===== src/rtl/fm_wm_pingpong_buffer_if.sv =====
// Producer/consumer bus for the ping-pong row buffer: a write row channel, a read row channel,
// and a read-only debug view of the bank pointers and bank states.
interface fm_wm_pingpong_buffer_if #(
   parameter int ROWS       = 6,
   parameter int COLS       = 3,
   parameter int DATA_WIDTH = 16,
   parameter int ROW_WIDTH  = $clog2(ROWS)
);
   // Handshake: a write is accepted on a clock edge where wr_en && wr_ready, and a read request
   // is accepted on a clock edge where rd_en && rd_avail. wr_ready and rd_avail depend only on
   // registered state, never on wr_en or rd_en. An accepted read returns its row one cycle later
   // with rd_valid=1. wr_last/rd_last act only together with an accepted transfer.
   logic                         wr_en;
   logic [ROW_WIDTH-1:0]         wr_row;
   logic                         wr_acc;
   logic                         wr_last;
   logic signed [DATA_WIDTH-1:0] wr_data [0:COLS-1];
   logic                         wr_ready;

   logic                         rd_en;
   logic [ROW_WIDTH-1:0]         rd_row;
   logic                         rd_last;
   logic                         rd_avail;
   logic signed [DATA_WIDTH-1:0] rd_data [0:COLS-1];
   logic                         rd_valid;

   logic                         dbg_wb;
   logic                         dbg_rb;
   logic [1:0]                   dbg_full;

   modport master (
      output wr_en, wr_row, wr_acc, wr_last, wr_data,
      output rd_en, rd_row, rd_last,
      input  wr_ready, rd_avail, rd_data, rd_valid,
      input  dbg_wb, dbg_rb, dbg_full
   );

   modport slave (
      input  wr_en, wr_row, wr_acc, wr_last, wr_data,
      input  rd_en, rd_row, rd_last,
      output wr_ready, rd_avail, rd_data, rd_valid,
      output dbg_wb, dbg_rb, dbg_full
   );
endinterface


===== src/rtl/fm_wm_pingpong_buffer.sv =====
// Two-bank row buffer: the producer fills (optionally saturating-accumulates) one bank while
// the consumer drains the other; banks swap on wr_last / rd_last.
module fm_wm_pingpong_buffer #(
   parameter int ROWS       = 6,
   parameter int COLS       = 3,
   parameter int DATA_WIDTH = 16,
   parameter int ROW_WIDTH  = $clog2(ROWS)
) (
   input  logic                   clk,
   input  logic                   rst,
   fm_wm_pingpong_buffer_if.slave bus,
   output logic                   ovf_flag,
   output logic                   err_flag,
   input  logic                   err_clr
);
   localparam logic [ROW_WIDTH:0] ROWS_L = ROWS[ROW_WIDTH:0];
   localparam logic signed [DATA_WIDTH-1:0] SAT_MAX = {1'b0, {(DATA_WIDTH-1){1'b1}}};
   localparam logic signed [DATA_WIDTH-1:0] SAT_MIN = {1'b1, {(DATA_WIDTH-1){1'b0}}};

   logic signed [DATA_WIDTH-1:0] mem [2][ROWS][COLS];
   logic [ROWS-1:0]              written [2];
   logic [1:0]                   full;
   logic                         wb;
   logic                         rb;

   logic                         wr_ready;
   logic                         rd_avail;
   logic                         wr_in_range;
   logic                         rd_in_range;
   logic                         wr_accept;
   logic                         wr_ok;
   logic                         rd_accept;
   logic                         any_sat;
   logic                         new_err;
   logic signed [DATA_WIDTH-1:0] base_v  [COLS];
   logic signed [DATA_WIDTH:0]   sum_v   [COLS];
   logic signed [DATA_WIDTH-1:0] new_row [COLS];

   assign wr_ready     = ~full[wb];
   assign rd_avail     = full[rb];
   assign bus.wr_ready = wr_ready;
   assign bus.rd_avail = rd_avail;
   assign bus.dbg_wb   = wb;
   assign bus.dbg_rb   = rb;
   assign bus.dbg_full = full;

   always_comb begin
      wr_in_range = {1'b0, bus.wr_row} < ROWS_L;
      rd_in_range = {1'b0, bus.rd_row} < ROWS_L;
      wr_accept   = bus.wr_en && wr_ready;
      wr_ok       = wr_accept && wr_in_range;
      rd_accept   = bus.rd_en && rd_avail;
      any_sat     = 1'b0;
      for (int c = 0; c < COLS; c++) begin
         // Rows never written since the bank was released accumulate onto zero, not stale data.
         base_v[c]  = (wr_in_range && written[wb][bus.wr_row]) ? mem[wb][bus.wr_row][c] : '0;
         sum_v[c]   = {base_v[c][DATA_WIDTH-1], base_v[c]}
                    + {bus.wr_data[c][DATA_WIDTH-1], bus.wr_data[c]};
         new_row[c] = bus.wr_data[c];
         if (bus.wr_acc) begin
            if (sum_v[c][DATA_WIDTH] != sum_v[c][DATA_WIDTH-1]) begin
               new_row[c] = sum_v[c][DATA_WIDTH] ? SAT_MIN : SAT_MAX;
               any_sat    = 1'b1;
            end else begin
               new_row[c] = sum_v[c][DATA_WIDTH-1:0];
            end
         end
      end
      new_err = (bus.wr_en && !wr_ready) || (wr_accept && !wr_in_range)
             || (bus.rd_en && !rd_avail) || (rd_accept && !rd_in_range);
   end

   // Row storage carries no reset; the written bits mask whatever it holds.
   always_ff @(posedge clk) begin
      if (rst && wr_ok) begin
         for (int c = 0; c < COLS; c++) mem[wb][bus.wr_row][c] <= new_row[c];
      end
   end

   always_ff @(posedge clk) begin
      if (!rst) begin
         wb           <= 1'b0;
         rb           <= 1'b0;
         full         <= 2'b00;
         written[0]   <= '0;
         written[1]   <= '0;
         bus.rd_valid <= 1'b0;
         for (int c = 0; c < COLS; c++) bus.rd_data[c] <= '0;
         ovf_flag     <= 1'b0;
         err_flag     <= 1'b0;
      end else begin
         bus.rd_valid <= rd_accept;
         if (rd_accept) begin
            for (int c = 0; c < COLS; c++) begin
               bus.rd_data[c] <= (rd_in_range && written[rb][bus.rd_row])
                               ? mem[rb][bus.rd_row][c] : '0;
            end
            if (bus.rd_last) begin
               full[rb]    <= 1'b0;
               written[rb] <= '0;
               rb          <= ~rb;
            end
         end
         // A write needs wb FREE and a read needs rb FULL, so both paths never touch one bank.
         if (wr_ok) written[wb][bus.wr_row] <= 1'b1;
         if (wr_accept && bus.wr_last) begin
            full[wb] <= 1'b1;
            wb       <= ~wb;
         end
         ovf_flag <= (ovf_flag && !err_clr) || (wr_ok && any_sat);
         err_flag <= (err_flag && !err_clr) || new_err;
      end
   end
endmodule

===== src/flat_wrapper.sv =====
// flat-port wrapper written by rule: the top's interface ports become plain ports
module fm_wm_pingpong_buffer_flat 
#(
   parameter int ROWS       = 6,
   parameter int COLS       = 3,
   parameter int DATA_WIDTH = 16,
   parameter int ROW_WIDTH  = $clog2(ROWS)
)
  (clk, rst, ovf_flag, err_flag, err_clr, bus_wr_en, bus_wr_row, bus_wr_acc, bus_wr_last, bus_wr_data, bus_rd_en, bus_rd_row, bus_rd_last, bus_wr_ready, bus_rd_avail, bus_rd_data, bus_rd_valid, bus_dbg_wb, bus_dbg_rb, bus_dbg_full);
  fm_wm_pingpong_buffer_if #(.ROWS(ROWS), .COLS(COLS), .DATA_WIDTH(DATA_WIDTH), .ROW_WIDTH(ROW_WIDTH)) bus_i ();
  input  logic clk;
  input  logic rst;
  output logic ovf_flag;
  output logic err_flag;
  input  logic err_clr;
  input wire logic [$bits(bus_i.wr_en)-1:0] bus_wr_en;
  input wire logic [$bits(bus_i.wr_row)-1:0] bus_wr_row;
  input wire logic [$bits(bus_i.wr_acc)-1:0] bus_wr_acc;
  input wire logic [$bits(bus_i.wr_last)-1:0] bus_wr_last;
  input wire logic [$bits(bus_i.wr_data)-1:0] bus_wr_data;
  input wire logic [$bits(bus_i.rd_en)-1:0] bus_rd_en;
  input wire logic [$bits(bus_i.rd_row)-1:0] bus_rd_row;
  input wire logic [$bits(bus_i.rd_last)-1:0] bus_rd_last;
  output wire logic [$bits(bus_i.wr_ready)-1:0] bus_wr_ready;
  output wire logic [$bits(bus_i.rd_avail)-1:0] bus_rd_avail;
  output wire logic [$bits(bus_i.rd_data)-1:0] bus_rd_data;
  output wire logic [$bits(bus_i.rd_valid)-1:0] bus_rd_valid;
  output wire logic [$bits(bus_i.dbg_wb)-1:0] bus_dbg_wb;
  output wire logic [$bits(bus_i.dbg_rb)-1:0] bus_dbg_rb;
  output wire logic [$bits(bus_i.dbg_full)-1:0] bus_dbg_full;
  assign bus_i.wr_en = bus_wr_en;
  assign bus_i.wr_row = bus_wr_row;
  assign bus_i.wr_acc = bus_wr_acc;
  assign bus_i.wr_last = bus_wr_last;
  assign bus_i.wr_data = {>>{bus_wr_data}};
  assign bus_i.rd_en = bus_rd_en;
  assign bus_i.rd_row = bus_rd_row;
  assign bus_i.rd_last = bus_rd_last;
  assign bus_wr_ready = bus_i.wr_ready;
  assign bus_rd_avail = bus_i.rd_avail;
  assign bus_rd_data = {>>{bus_i.rd_data}};
  assign bus_rd_valid = bus_i.rd_valid;
  assign bus_dbg_wb = bus_i.dbg_wb;
  assign bus_dbg_rb = bus_i.dbg_rb;
  assign bus_dbg_full = bus_i.dbg_full;
  fm_wm_pingpong_buffer #(.ROWS(ROWS), .COLS(COLS), .DATA_WIDTH(DATA_WIDTH), .ROW_WIDTH(ROW_WIDTH)) u_core (.clk(clk), .rst(rst), .bus(bus_i), .ovf_flag(ovf_flag), .err_flag(err_flag), .err_clr(err_clr));
endmodule

===== config.mk =====
export PLATFORM = sky130hd
export DESIGN_NAME = fm_wm_pingpong_buffer_flat
export DESIGN_NICKNAME = d
export VERILOG_FILES = /design/src/rtl/fm_wm_pingpong_buffer_if.sv /design/src/rtl/fm_wm_pingpong_buffer.sv /design/src/flat_wrapper.sv
export SDC_FILE = /design/constraint.sdc
export NUM_CORES = 1
export LEC_CHECK = 0
export BUFFER_PORTS_ARGS = -buffer_cell sky130_fd_sc_hd__buf_2
export CELL_PAD_IN_SITES_DETAIL_PLACEMENT = 2
export CELL_PAD_IN_SITES_GLOBAL_PLACEMENT = 2
export CORE_ASPECT_RATIO = 0.75
export CORE_MARGIN = 3
export CORE_UTILIZATION = 34
export CTS_BUF_LIST = sky130_fd_sc_hd__clkbuf_16
export DETAILED_ROUTE_END_ITERATION = 16
export GPL_TIMING_DRIVEN = 0
export PLACE_DENSITY_LB_ADDON = 0.12
export SLEW_MARGIN = 25
export SYNTH_ARGS = -nofsm -noshare
export SYNTH_HDL_FRONTEND = slang
export SYNTH_SLANG_ARGS = --single-unit

===== constraint.sdc =====
create_clock -name clk -period 4.75 [get_ports clk]
set_input_delay 0 -clock clk [delete_from_list [all_inputs] [get_ports clk]]
set_output_delay 0 -clock clk [all_outputs]
set_load 0.01 [all_outputs]

==> results of run 1 <==
-- metrics by stage --
stage / setup slack [ps] / instances
2_1_floorplan: 27.49 / 2350
3_3_place_gp: -5111 / 3789
3_5_place_dp: -2907 / 3847
4_1_cts: -52.78 / 4106
5_1_grt: -252.5 / 4204
6_report: -129.1 / 4211
-- worst max-delay path, delay by kind of cell (launching register included) --
family	cells	cell delay, ps
compound gates	7	1650
flops	1	370
fa+ha+maj	1	280
mux	2	170
buf+inv	9	1400
simple gates	2	370
xor+xnor	1	270
-- final cells by class --
type,count,area [um2],share of cell area
repair inverters,15,112.6,0.002416
plain buffers,177,1531,0.03286
diodes,7,17.52,0.0003759
inverters,42,214.0,0.004591
well taps,1326,1659,0.03560
flip-flops and latches,645,18680,0.4009
multi-input cells,1483,17480,0.3750
clock buffers,76,1902,0.04081
repair buffers,382,4602,0.09875
clock inverters,58,405.4,0.008699
-- sequential cells by signal (all words and copies together) (netlist names), named ones only --
| signal | cells |
|---|---|
| u_core.bus.dbg_full | 2 |
| u_core.bus.dbg_rb | 1 |
| u_core.bus.dbg_wb | 1 |
| u_core.bus.rd_data | 48 |
| u_core.bus.rd_valid | 1 |
| u_core.err_flag | 1 |
| u_core.mem | 576 |
| u_core.ovf_flag | 1 |
| u_core.written | 12 |
-- worst min-delay path by stage --
stage          cells past startpoint                  to  slack [ps]             from
6_report                           4  u_core.mem[0][147]          80   bus_wr_data[3]
3_5_place_dp                       3     u_core.err_flag         330        bus_rd_en
3_3_place_gp                       3     u_core.err_flag         290        bus_rd_en
2_1_floorplan                      2     u_core.err_flag         170        bus_rd_en
5_1_grt                            4  u_core.mem[0][173]         100  bus_wr_data[29]
4_1_cts                            4   u_core.mem[1][99]          30   bus_wr_data[3]
-- placed cells by master, fill, tap and decap left out, drive strengths merged, types with 44 or more instances in the layout --
master | netlist | layout
a21oi | 150 | 151
o21ai | 77 | 77
dfxtp | 69 | 69
edfxtp | 576 | 576
inv | 40 | 44
buf | 83 | 434
a2111oi | 50 | 50
nor2 | 197 | 197
ha | 48 | 48
mux2i | 309 | 309
nor3 | 46 | 46
clkbuf | 98 | 180
mux4 | 266 | 266
-- report_power, final --
part | internal (mW) | switching (mW) | total (mW)
Combinational | 1.13 | 1.60 | 2.73
Clock | 3.21 | 2.48 | 5.69
Sequential | 6.29 | 0.0222 | 6.31
-- cell families (layout without fill, tap and decap cells) --
group                      Yosys count  in the layout  share of synthesized area
adders and majority gates           60             60                    0.02173
and+or+nand+nor                    375            375                    0.04973
other                                0              7                          0
buffers and inverters              223            750                    0.02847
AOI/OAI and AO/OA                  433            434                    0.08894
muxes                              580            580                     0.2643
DFF                                645            645                     0.5380
xor gates and xnor gates            34             34                   0.008794
-- metal layers --
layer	GRT usage	share of wire	wire length (um)
met1	0.4335	0.41	70730
met2	0.4620	0.44	75370
met3	0.08787	0.11	19480
met4	0.09421	0.030	5069
met5	0	0.000076	13
-- what timing repair did --
item | 4_1_cts | 5_1_grt
resized for setup | 408 | 333
gates cloned | 25 | 11
pin swaps | 52 | 56
hold buffers | 20 | 0
hold endpoints to repair | 81 | 0
setup buffers | 82 | 92
setup endpoints to repair | 577 | 565
==> impl_results.md, run 1 <==
- Vias in the first global route: 27115
- Setup crit end: u_core.mem[0][29]
- Run status: complete, but fails checks
- Initial antenna violation count: 12
- Crit-path cells: buf_12, buf_16, buf_16, buf_16, buf_12, buf_4, mux2i_1, a22oi_1, o21ai_2, nor3_2, ha_4, o21ai_4, nor2_4, a2111o_1, a31oi_4, xor2_4, buf_12, a21boi_4, buf_12, a21oi_4, buf_12, mux2i_4
- Final slew viol count: 0
- Worst hold path class: input pin to flop
- Initial DRC count: 3953
- CP max stage cell: a2111o_1
- Setup total negative slack: -8390 ps
- I/O pin cnt: 119
- First-pass GRT wire length: 225300 um
- RR Endpoint: u_core.mem[0][29]
- # port buffers: 113
- Synth area leaders: edfxtp_1 50%, mux4_2 17%, mux2i_1 8.8%, dfxtp_1 4.0%, nor2_1 2.1%
- Final core utilization: 0.4650
- WHS: 82.55 ps
- Max transition margin: 0.1501
- Synth-to-layout area growth: 34.23%
- Die width: 375.0 um
- Critical path type: flop to flop
- Synth async-reset ratio: 0
- Share of the yosys chip area belonging to registers: 0.5380
- LEAKAGE: 15.49 nW
- CTS tree: done
- Via density: 6.338
- Final setup violation count: 159
- Avg Inst Size Synth: 14.77 um2
- Routed Antenna Nets: 0
- Clock transition at path regs: 60 ps
- Reg2reg path depth: 22
- DPL Wire Length: 117500 um
- Cell area power density: 316.0 mW/mm2
- Critical Path Fanout Max: 8
- Clock Latency Late Sink: 650 ps
- Die ar.: 0.1060 mm2
- Final Hold Fails: 0
- Worst EP arrival: 5250 ps
- Starting Density: 0.3464
- H-tree levels: 3
- Worst vdd ir: 0.2107 mV
- Post-synth top area share: 0.4982
- CP Data Required Time: 5120 ps
- Synth cell count leaders: 576 x edfxtp_1, 306 x mux2i_1, 266 x mux4_2
- R2R Setup Slk: -130 ps
- Top cell by count, worst path: buf_12
- Minimum clock period: 4879 ps
- Area leader, netlist: edfxtp_1
- CTS root buffer: clkbuf_16
- Crit path launch type: flop
- Chip height: 282.7 um
- Max-cap violations: 0
- Routed WL per cell: 40.53 um
- Via count: 26689
- Synthesized area: 0.03472 mm2
- Clock buffer count from CTS: 73
- Clock skew: 26.12 ps
- Pin count of the biggest net entering global routing: 17
- Share of cells above drive strength 1: 0.4350
- Crit end category: flop
- Syn Inst Count: 2350
- RSZ-0062 raised after global routing: true
- Filler cells: 9251
- Nets: 2932
- Overall power: 14.73 mW
- Yosys cell types: 79
- Synth warn: 0
- #FFs+latches synth: 645
- Top-count cell post-synth: edfxtp_1
- Fin crit share: 1.027
- Pre-antenna DRT Iters: 7
- Core Region: 0.1002 mm2
- Total GRT Usage: 0.3078
- Total wire length: 170700 um
- DRC viols: 0
- Post-synth EDFFs: 576
- Num rows: 100
- Failing checks: negative setup slack
- CP max stage delay: 500 ps
- Slew @ Worst Pin: 1265 ps
- Final instance area: 0.04660 mm2
- Fmax: 205.0 MHz
- Grt total ovfl: 0
- Synth Net Count: 2463
- Routability cong.: 0.8563
- Placed cell area: 0.03853 mm2
- Max clock buf depth: 3
- Clk sinks: 645
- Post-synth top flop: edfxtp_1
- Setup ws final: -129.1 ps
No activity file was read; power rests on OpenSTA's default activity.
==> run 2, diff against run 1 <==
--- a/config.mk
+++ b/config.mk
@@ -9,7 +9,6 @@
 export CELL_PAD_IN_SITES_DETAIL_PLACEMENT = 2
 export CELL_PAD_IN_SITES_GLOBAL_PLACEMENT = 2
 export CORE_ASPECT_RATIO = 0.75
-export CORE_MARGIN = 3
 export CORE_UTILIZATION = 34
 export CTS_BUF_LIST = sky130_fd_sc_hd__clkbuf_16
 export DETAILED_ROUTE_END_ITERATION = 16
==> run 2 against run 1 <==
Against the previous run:
- the flow still finishes with violations (negative setup slack)
- largest cell class unchanged
- clock power shrank 2%
- sequential cell count is the same
- via count shrank 1.8%
- combinational power shrank 8.8%
- cell area shrank 3.7%
- register-to-register slack lost 140 ps
==> impl_results.md, run 2 (synthesis results as in run 1) <==
- Share of cells above drive strength 1: 0.3969 (-0.03816)
- Num rows: 101 (+1.0%)
- # port buffers: 113 (unchanged)
- Pin count of the biggest net entering global routing: 17 (unchanged)
- CP Data Required Time: 5080 ps (-40 ps)
- Core Region: 0.1012 mm2 (+1.0%)
- Slew @ Worst Pin: 1375 ps (+109.9 ps)
- Largest register by flop count: u_core.mem
- Chip height: 278.7 um (-1.4%)
- Max transition margin: 0.07480 (-0.07526)
- Most frequent cells in the layout: 576 x edfxtp_1, 266 x mux4_2, 230 x mux2i_1
- CTS tree: done
- Power Internal: 10.38 mW (-2.3%)
- WHS: 40.33 ps (-42.21 ps)
- Fmax: 199.3 MHz (-2.8%)
- Dpl cells: 3853 (+0.16%)
- First-pass GRT wire length: 222800 um (-1.1%)
- RSZ-0062 raised after global routing: true
- Nets: 2863 (-2.4%)
- Worst EP arrival: 5350 ps (+100 ps)
- Final core utilization: 0.4436 (-0.02144)
- P_sw: 4.013 mW (-2.1%)
- Worst vdd ir: 0.2011 mV (-4.5%)
- DPL Wire Length: 116500 um (-0.86%)
- Final slew viol count: 0 (unchanged)
- Routed Antenna Nets: 0 (unchanged)
- Die ar.: 0.1034 mm2 (-2.5%)
- Dpl ws: -3089 ps (-182.0 ps)
- Cell area power density: 320.6 mW/mm2 (+1.4%)
- Vias in the first global route: 26870 (-0.90%)
- Clock share of power: 0.388 (+0.002)
- CP max stage cell: mux4_2
- Die width: 371.0 um (-1.1%)
- Via count: 26203 (-1.8%)
- Crit-path cells: mux4_2, nand2_1, a21oi_2, a21oi_2, buf_6, clkbuf_16, clkbuf_16, clkbuf_4, nor2_2, ha_4, o211ai_1, nor2_2, o2111ai_4, and3_4, a211o_1, and3_4, buf_6, a221oi_4, buf_4, buf_12, clkinvlp_4
- Via density: 6.319 (-0.31%)
- Clock skew: 39.65 ps (+13.54 ps)
- Grt total ovfl: 0 (unchanged)
- Total wire length: 164800 um (-3.4%)
- Worst hold path class: input pin to flop
- Max reg flops: 576 (unchanged)
- Clk sinks: 645 (unchanged)
- LEAKAGE: 14.80 nW (-4.4%)
- CTS root buffer: clkbuf_16
- Clock transition at path regs: 60 ps (about the same)
- H-tree levels: 3 (unchanged)
- Max-cap violations: 0 (unchanged)
- Clock Latency Late Sink: 650 ps (about the same)
- Failing checks: negative setup slack
- Final setup violation count: 506 (+220%)
- DRC viols: 0 (unchanged)
- Net Sw Frac: 0.2788 (+0.0004000)
- Critical path type: flop to flop
- Minimum clock period: 5018 ps (+139.0 ps)
- Routed WL per cell: 39.74 um (-1.9%)
- Max clock buf depth: 3 (unchanged)
- Pre-antenna DRT Iters: 6 (-1)
- Final Hold Fails: 0 (unchanged)
- Routability cong.: 0.8553 (-0.12%)
- Initial antenna violation count: 10 (-2)
- Total GRT Usage: 0.3158 (+0.007950)
- Critical Path Fanout Max: 6 (-2)
- Setup ws final: -268.1 ps (-139.0 ps)
- Clock buffer count from CTS: 74 (+1.4%)
- Run status: complete, but fails checks
- I/O pin cnt: 119 (unchanged)
- Initial DRC count: 3461 (-12%)
- Sequential share of power: 0.438 (+0.010)
- Fin crit share: 1.056 (+0.02926)
- Starting Density: 0.3430 (-0.003430)
- Finished Layout Cells: 4147 (-1.5%)
- Commonest non-fill, non-tap cell in the layout: edfxtp_1
- Logic pwr share: 0.173 (-0.012)
- Synth-to-layout area growth: 29.32%
- Crit path launch type: flop
- Crit end category: flop
- Largest registers: u_core.mem (576), u_core.bus.rd_data (48), u_core.written (12)
- CP max stage delay: 550 ps (+50 ps)
## run 2: worst max-delay path: cells and delay by family (launching register included)
kind | cells | cell delay (ps)
DFF | 1 | 430
and+or+nand+nor | 5 | 880
AOI/OAI and AO/OA | 6 | 1120
buffers and inverters | 8 | 1360
muxes | 1 | 550
adders and majority gates | 1 | 320
## run 2: layer usage
layer  share of wire  global-route usage  wire length, um  up-vias
met4           0.028             0.09666             4618        6
met3            0.11             0.08472            17510      225
met5         0.00027                   0               44        -
met1            0.42              0.4506            69960    14196
li1                -                   -                -    10309
met2            0.44              0.4671            72670     1467
## run 2: power groups by stage
stage | Sequential, mW | Clock (mW) | Combinational (mW)
floorplan | 6.43 | 0 | 1.02
global placement | 6.43 | 0 | 1.72
detailed placement | 6.43 | 0 | 1.81
CTS | 6.31 | 5.62 | 2.27
global route | 6.31 | 5.82 | 2.56
finish | 6.31 | 5.59 | 2.49
## run 2: cell type report
type                            instances  area [um2]
Clock buffer                           76        1902
Inverter                               42       214.0
Clock inverter                         57       364.1
Fill cell                            9562       56320
Multi-Input combinational cell       1482       16930
Timing Repair inverter                 15       112.6
Sequential cell                       645       18680
Timing Repair Buffer                  313        3480
Buffer                                177        1538
Tap cell                             1339        1675
Antenna cell                            1       2.502
## run 2: final timing paths
check,startpoint,to,slack [ps],cells after the start
hold / removal,bus_wr_data[3],u_core.mem[0][243],40,4
hold reg to reg,u_core.bus.rd_data[12],u_core.bus.rd_data[12],490,2
setup reg to reg,flop,u_core.mem[0][285],-270,21
setup / recovery,flop,u_core.mem[0][285],-270,21
## run 2: stage by stage
| step | area (um2) | TNS, ps | power (mW) |
|---|---|---|---|
| 3_3_place_gp | 36960 | -4220220 | 8.154 |
| 6_report | 44900 | -42050 | 14.39 |
| 5_1_grt | 44900 | -83800 | 14.69 |
| 3_5_place_dp | 38310 | -1454410 | 8.245 |
| 2_1_floorplan | 34720 | 0 | 7.449 |
| 4_1_cts | 43690 | -5368 | 14.20 |
## run 2: what timing repair did
item / in CTS / in global routing
endpoints found under the hold margin: 112 / 0
endpoints found under the setup margin: 577 / 577
gates cloned: 21 / 2
hold buffers: 18 / 0
buffers inserted: 90 / 33
gates resized for setup: 414 / 174
pin swaps: 63 / 48
